<file path="config.mk">
export PLATFORM = sky130hd
export DESIGN_NAME = twiddle_fetch_seq
export DESIGN_NICKNAME = d
export VERILOG_FILES = /design/src/rtl/tw_pkg.sv /design/src/rtl/tw_skid_fifo.sv /design/src/rtl/twiddle_fetch_seq.sv
export SDC_FILE = /design/constraint.sdc
export NUM_CORES = 1
export LEC_CHECK = 0
export ABC_CLOCK_PERIOD_IN_PS = 3700
export CAP_MARGIN = 20
export CORE_MARGIN = 4
export CORE_UTILIZATION = 45
export DETAILED_ROUTE_END_ITERATION = 10
export GPL_TIMING_DRIVEN = 0
export PLACE_DENSITY = 0.71
export SLEW_MARGIN = 25
export SYNTH_ARGS = -nofsm -noshare
export SYNTH_HDL_FRONTEND = slang
export SYNTH_SLANG_ARGS = --single-unit
</file>
<file path="constraint.sdc">
create_clock -name clk -period 3.7 [get_ports clk]
set_input_delay 0.74 -clock clk [delete_from_list [all_inputs] [get_ports clk]]
set_output_delay 0.74 -clock clk [all_outputs]
set_load 0.05 [all_outputs]
</file>
<file path="src/rtl/tw_pkg.sv">
// Shared constants, stage table and FSM state type for the IFFT twiddle ROM sequencer.
package tw_pkg;

  localparam int ADDR_W     = 5;
  localparam int DATA_W     = 16;
  localparam int REP_W      = 5;
  localparam int FIFO_D     = 2;
  localparam int NUM_STAGES = 5;

  localparam logic [ADDR_W-1:0] STAGE_BASE [NUM_STAGES] = '{5'd0, 5'd4, 5'd8, 5'd12, 5'd16};
  localparam logic [ADDR_W-1:0] STAGE_LEN  [NUM_STAGES] = '{5'd4, 5'd4, 5'd4, 5'd4, 5'd12};

  typedef enum logic [1:0] {IDLE, RUN, DRAIN} state_t;

  function automatic logic stage_ok(input logic [2:0] s);
    return s < 3'(NUM_STAGES);
  endfunction

  function automatic logic [ADDR_W-1:0] stage_base(input logic [2:0] s);
    logic [ADDR_W-1:0] b;
    b = '0;
    for (int i = 0; i < NUM_STAGES; i++)
      if (s == 3'(i)) b = STAGE_BASE[i];
    return b;
  endfunction

  function automatic logic [ADDR_W-1:0] stage_end(input logic [2:0] s);
    logic [ADDR_W-1:0] e;
    e = '0;
    for (int i = 0; i < NUM_STAGES; i++)
      if (s == 3'(i)) e = STAGE_BASE[i] + STAGE_LEN[i] - ADDR_W'(1);
    return e;
  endfunction

endpackage

</file>
<file path="src/rtl/tw_skid_fifo.sv">
// Two-entry valid/ready FIFO carrying {last, re, im}; exposes its fill count for credit-based issue.
module tw_skid_fifo #(
  parameter int DATA_W = 16
) (
  input  logic              clk,
  input  logic              rst,
  input  logic              push,
  input  logic              push_last,
  input  logic [DATA_W-1:0] push_re,
  input  logic [DATA_W-1:0] push_im,
  input  logic              pop,
  output logic              out_valid,
  output logic              out_last,
  output logic [DATA_W-1:0] out_re,
  output logic [DATA_W-1:0] out_im,
  output logic [1:0]        count
);

  logic [DATA_W-1:0] re_mem [2];
  logic [DATA_W-1:0] im_mem [2];
  logic [1:0]        last_mem;
  logic              wr_ptr;
  logic              rd_ptr;

  assign out_valid = (count != 2'd0);
  assign out_last  = last_mem[rd_ptr];
  assign out_re    = re_mem[rd_ptr];
  assign out_im    = im_mem[rd_ptr];

  // Storage is cleared on reset so the stream outputs read zero afterwards.
  always_ff @(posedge clk) begin
    if (rst) begin
      re_mem[0] <= '0;
      re_mem[1] <= '0;
      im_mem[0] <= '0;
      im_mem[1] <= '0;
      last_mem  <= '0;
      wr_ptr    <= 1'b0;
      rd_ptr    <= 1'b0;
      count     <= 2'd0;
    end else begin
      assert (!(push && !pop && count == 2'd2));
      assert (!(pop && count == 2'd0));
      if (push) begin
        re_mem[wr_ptr]   <= push_re;
        im_mem[wr_ptr]   <= push_im;
        last_mem[wr_ptr] <= push_last;
        wr_ptr           <= ~wr_ptr;
      end
      if (pop) rd_ptr <= ~rd_ptr;
      count <= count + 2'(push) - 2'(pop);
    end
  end

endmodule

</file>
<file path="src/rtl/twiddle_fetch_seq.sv">
// Walks a stage's twiddle ROM range (with replay), captures registered ROM data and streams (re, im) pairs.
module twiddle_fetch_seq
  import tw_pkg::*;
(
  input  logic              clk,
  input  logic              rst,
  input  logic              start,
  input  logic [2:0]        stage_sel,
  input  logic [REP_W-1:0]  rep_cnt,
  output logic [ADDR_W-1:0] rom_addr,
  input  logic [DATA_W-1:0] rom_re_data,
  input  logic [DATA_W-1:0] rom_im_data,
  output logic              tw_valid,
  input  logic              tw_ready,
  output logic [DATA_W-1:0] tw_re,
  output logic [DATA_W-1:0] tw_im,
  output logic              tw_last,
  output logic              busy,
  output logic              done,
  output logic              err
);

  state_t            state;
  logic [ADDR_W-1:0] addr_p0;
  logic [ADDR_W-1:0] base_addr;
  logic [ADDR_W-1:0] end_addr;
  logic [ADDR_W-1:0] held_addr;
  logic [REP_W-1:0]  rep_left;
  logic              vld_p1;
  logic              last_p1;
  logic [1:0]        fifo_count;
  logic              pop;
  logic              issue;
  logic              issue_last;
  logic [2:0]        credit;

  // A slot is claimed only if the FIFO can still hold it after everything already in flight lands.
  assign pop        = tw_valid & tw_ready;
  assign credit     = 3'(fifo_count) - 3'(pop) + 3'(vld_p1) + 3'd1;
  assign issue      = (state == RUN) && (credit <= 3'(FIFO_D));
  assign issue_last = (addr_p0 == end_addr) && (rep_left == REP_W'(1));
  assign rom_addr   = issue ? addr_p0 : held_addr;

  always_ff @(posedge clk) begin
    if (rst) begin
      state     <= IDLE;
      addr_p0   <= '0;
      base_addr <= '0;
      end_addr  <= '0;
      held_addr <= '0;
      rep_left  <= '0;
      vld_p1    <= 1'b0;
      last_p1   <= 1'b0;
      busy      <= 1'b0;
      done      <= 1'b0;
      err       <= 1'b0;
    end else begin
      done    <= 1'b0;
      err     <= 1'b0;
      vld_p1  <= issue;
      last_p1 <= issue && issue_last;
      if (issue) begin
        held_addr <= addr_p0;
        if (addr_p0 == end_addr) begin
          addr_p0  <= base_addr;
          rep_left <= rep_left - REP_W'(1);
        end else begin
          addr_p0 <= addr_p0 + ADDR_W'(1);
        end
      end
      case (state)
        IDLE: begin
          if (start) begin
            if (stage_ok(stage_sel)) begin
              base_addr <= stage_base(stage_sel);
              addr_p0   <= stage_base(stage_sel);
              end_addr  <= stage_end(stage_sel);
              rep_left  <= (rep_cnt == '0) ? REP_W'(1) : rep_cnt;
              busy      <= 1'b1;
              state     <= RUN;
            end else begin
              err <= 1'b1;
            end
          end
        end
        RUN: begin
          if (issue && issue_last) state <= DRAIN;
        end
        DRAIN: begin
          if (pop && tw_last) begin
            state <= IDLE;
            busy  <= 1'b0;
            done  <= 1'b1;
          end
        end
        default: state <= IDLE;
      endcase
    end
  end

  // ---- p1 -> output: ROM data lands one cycle after its address ----
  tw_skid_fifo #(.DATA_W(DATA_W)) u_fifo (
    .clk       (clk),
    .rst       (rst),
    .push      (vld_p1),
    .push_last (last_p1),
    .push_re   (rom_re_data),
    .push_im   (rom_im_data),
    .pop       (pop),
    .out_valid (tw_valid),
    .out_last  (tw_last),
    .out_re    (tw_re),
    .out_im    (tw_im),
    .count     (fifo_count)
  );

endmodule

</file>
==> flow_summary_export.csv <==
group,metric,value,unit
setup_path,critPathMaxFanout,10,
cells_and_area,area_growth_syn_to_layout,28.8,%
setup_path,startpoint,"tw_ready",
synth,yosys_warnings,0,
min_path,min_from,"last_p1",
cells_and_area,utilization,60.6,%
grt,antenna_found_initial,0,
placement,dpl.cell_count,586,
cts,h-tree-depth,3,
setup_path,crit_required,2.96,ns
grt,grt_usage,17.3,%
timing,fmax,277,MHz
routing,drc,0,
timing,hold_viol,0,
cts,clk_latency,0.36,ns
floorplan,io-pin-count,86,
placement,io_buffers,85,
pwr,p_leak,2.13,nW
synth,avgSynthCellArea,11.9,um2
floorplan,core,9370,um2
synth,ys_top_cells_by_area,"edfxtp_1, dfxtp_1, and2_1",
routing,dr.pass1.iters,4,
synth,synth_fp_nets,423,
grt,overflow,0,
job,max_cap_viol_count,0,
timing,skew,0.00565,ns
pwr,powerDensity,572,nW/um2
setup_path,critPathArrivalTime,2.87,ns
cts,cts_root_buf,"clkbuf_8",
min_path,whs_path_depth,2,
timing,finalSetupViolations,0,
cts,clock_tree.buffer_depth,2,
grt,grt_pass1_wl,15.4,mm
grt,grt_max_degree,34,
synth,ys.flop_type,"edfxtp_1",
cells_and_area,final_cells,604,
routing,drt_iter0_markers,71,
floorplan,fp-row-count,35,
cts,numCtsBuffers,9,
cts,clock_sinks,98,
setup_path,regToRegSetupSlack,1.08,ns
status,status,"finished clean",
setup_path,r2r-end,"rep_left[1]",
placement,place_area,5450,um2
floorplan,die_w,107,um
cts,cts_tree,"yes",
placement,dp_hpwl,6.68,mm
setup_path,reg2reg_depth,9,
setup_path,r2r_start,"u_fifo.count[1]",
synth,syn_inst,371,
setup_path,crit_path_end_kind,"primary output",
synth,synth_area_leader_cell,"edfxtp_1",
cells_and_area,nets,522,
cells_and_area,n_antenna_cell,0,
synth,async_reset_ff_share,0,%
synth,synth_edf_count,64,
routing,routed_wl,9.52,mm
routing,ant_nets,0,
synth,netlist_area,4410,um2
setup_path,critical_path_class,"in2out",
timing,slew_headroom,46.1,%
routing,routedWlPerCell,15.8,um
routing,avgViaCountPerCell,5.16,
cells_and_area,fill_cells,813,
floorplan,dieArea,11400,um2
min_path,min_path_type,"reg2reg",
placement,finalWeightedCongestion,0.853,
synth,ys_ff_latch,98,
pwr,irDropWorstVdd,525,uV
timing,drv_slew,0,
timing,grt_setup_unrepaired,"no",
cts,hold_buffers,0,
timing,finalCritPeriodShare,97.6,%
routing,vias,3116,
timing,worst_slack,0.0877,ns
floorplan,die_h,107,um
min_path,min_to,"u_fifo.last_mem[1]",
grt,first_global_vias,3179,
synth,yosysSeqAreaShare,59.1,%
synth,synth_top_area_share,43.6,%
setup_path,cp-start-kind,"input pin",
floorplan,start_util,47.0,%
placement,place_ws,-1.03,ns
cts,clkTransAtPathRegs,0.09,ns
synth,yosys.cell_types.count,47,
timing,worstMarginPinSlew,0.808,ns
cells_and_area,design_area,5680,um2
cells_and_area,layout-drive-gt1-share,14.9,%
timing,period_needed,3.61,ns
[worst max-delay path, stage by stage]
cell,delay [ns]
clkdlybuf4s50_1,0.40
o21a_2,0.16
fa_2,0.37
ha_1,0.28
and3b_2,0.22
o21a_1,0.20
buf_4,0.18
nand2_1,0.08
nand2_1,0.08
buf_6,0.16
[layout make-up]
cell class / instances / area, um2 / area share, %
Clock inverter: 5 / 55.1 / 0.970
Timing Repair Buffer: 88 / 896 / 15.8
Clock buffer: 11 / 131 / 2.31
Tap cell: 129 / 161 / 2.84
Multi-Input combinational cell: 240 / 1690 / 29.7
Buffer: 19 / 91.3 / 1.61
Inverter: 14 / 52.6 / 0.926
Sequential cell: 98 / 2600 / 45.8
[power by group]
group | internal (mW) | switching (mW)
sequential | 1.26 | 0.0450
combinational | 0.497 | 0.765
clock | 0.312 | 0.366
[flip-flops by register name (all words and copies together) (netlist names), named ones only]
signal           flops
u_fifo.rd_ptr        1
u_fifo.count         2
u_fifo.wr_ptr        1
state                2
addr_p0              5
end_addr             4
u_fifo.re_mem       32
done                 1
vld_p1               1
busy                 1
u_fifo.last_mem      2
rep_left             5
u_fifo.im_mem       32
last_p1              1
base_addr            1
held_addr            5
err                  1
[cell usage in the layout, fill, tap and decap left out, types with 4 or more instances in the layout]
master	Yosys	final
nand2_1	25	25
dfxtp_1	34	34
clkbuf_8	0	9
o31ai_1	4	4
buf_6	1	6
a21oi_1	12	12
o21ai_0	11	10
edfxtp_1	64	64
ha_1	7	7
xnor2_1	9	9
clkbuf_1	11	13
nor2_1	15	15
mux2_2	33	33
clkdlybuf4s50_1	0	80
nand3b_1	4	4
and2_1	65	65
inv_1	14	14
nor3_1	7	7
nand3_1	4	4
nor2b_1	7	7
buf_1	4	4
[synthesized netlist by cell type (2+ instances only)]
master     n
a211oi_1   3
inv_1     14
o21ai_0   11
clkbuf_1  11
o31ai_1    4
or3_1      2
a21o_1     3
buf_2      3
nor2_1    15
xnor2_1    9
nor2b_1    7
nor4_1     3
nor3b_1    2
nor3_1     7
dfxtp_1   34
nand3_1    4
ha_1       7
edfxtp_1  64
nand2b_1   2
mux2_2    33
nand2_1   25
and2_1    65
a21oi_1   12
buf_1      4
o21a_1     2
nand3b_1   4
[timing repair]
item	4_1_cts	5_1_grt
gates cloned	0	0
pin swaps	1	1
buffers inserted	2	0
gates resized for setup	39	3
setup endpoints to repair	5	5
[metal layers]
layer	routed length, um	vias to the layer above	GRT usage (%)
met5	0	-	0
met4	116	0	5.66
met3	556	9	3.07
met2	4710	95	30.7
met1	4140	1520	21.4
li1	-	1492	-
[cells by family after synthesis]
group	share of synthesized area, %
mux	8.43
flops	59.1
simple gates	17.9
xor+xnor	1.99
buf+inv	3.07
compound gates	7.07
fa+ha+maj	2.44
[stage by stage]
stage          hold slack, ns  setup TNS (ns)  total power, mW
4_1_cts                 0.478               0             3.26
3_5_place_dp            0.462           -4.86             2.57
5_1_grt                 0.498               0             3.40
3_3_place_gp            0.442           -4.68             2.54
6_report                0.475               0             3.25
2_1_floorplan           0.425               0             2.18
[how the worst max path moves through the flow]
stage / to / slack, ns / depth (start not counted)
5_1_grt: rom_addr[0] / 0.02 / 10
3_3_place_gp: rom_addr[2] / -0.99 / 10
3_5_place_dp: rom_addr[3] / -1.03 / 10
4_1_cts: rom_addr[3] / 0.02 / 10
2_1_floorplan: rom_addr[0] / 0.29 / 8
6_report: rom_addr[3] / 0.09 / 10
(Power assumes the default switching activity.)
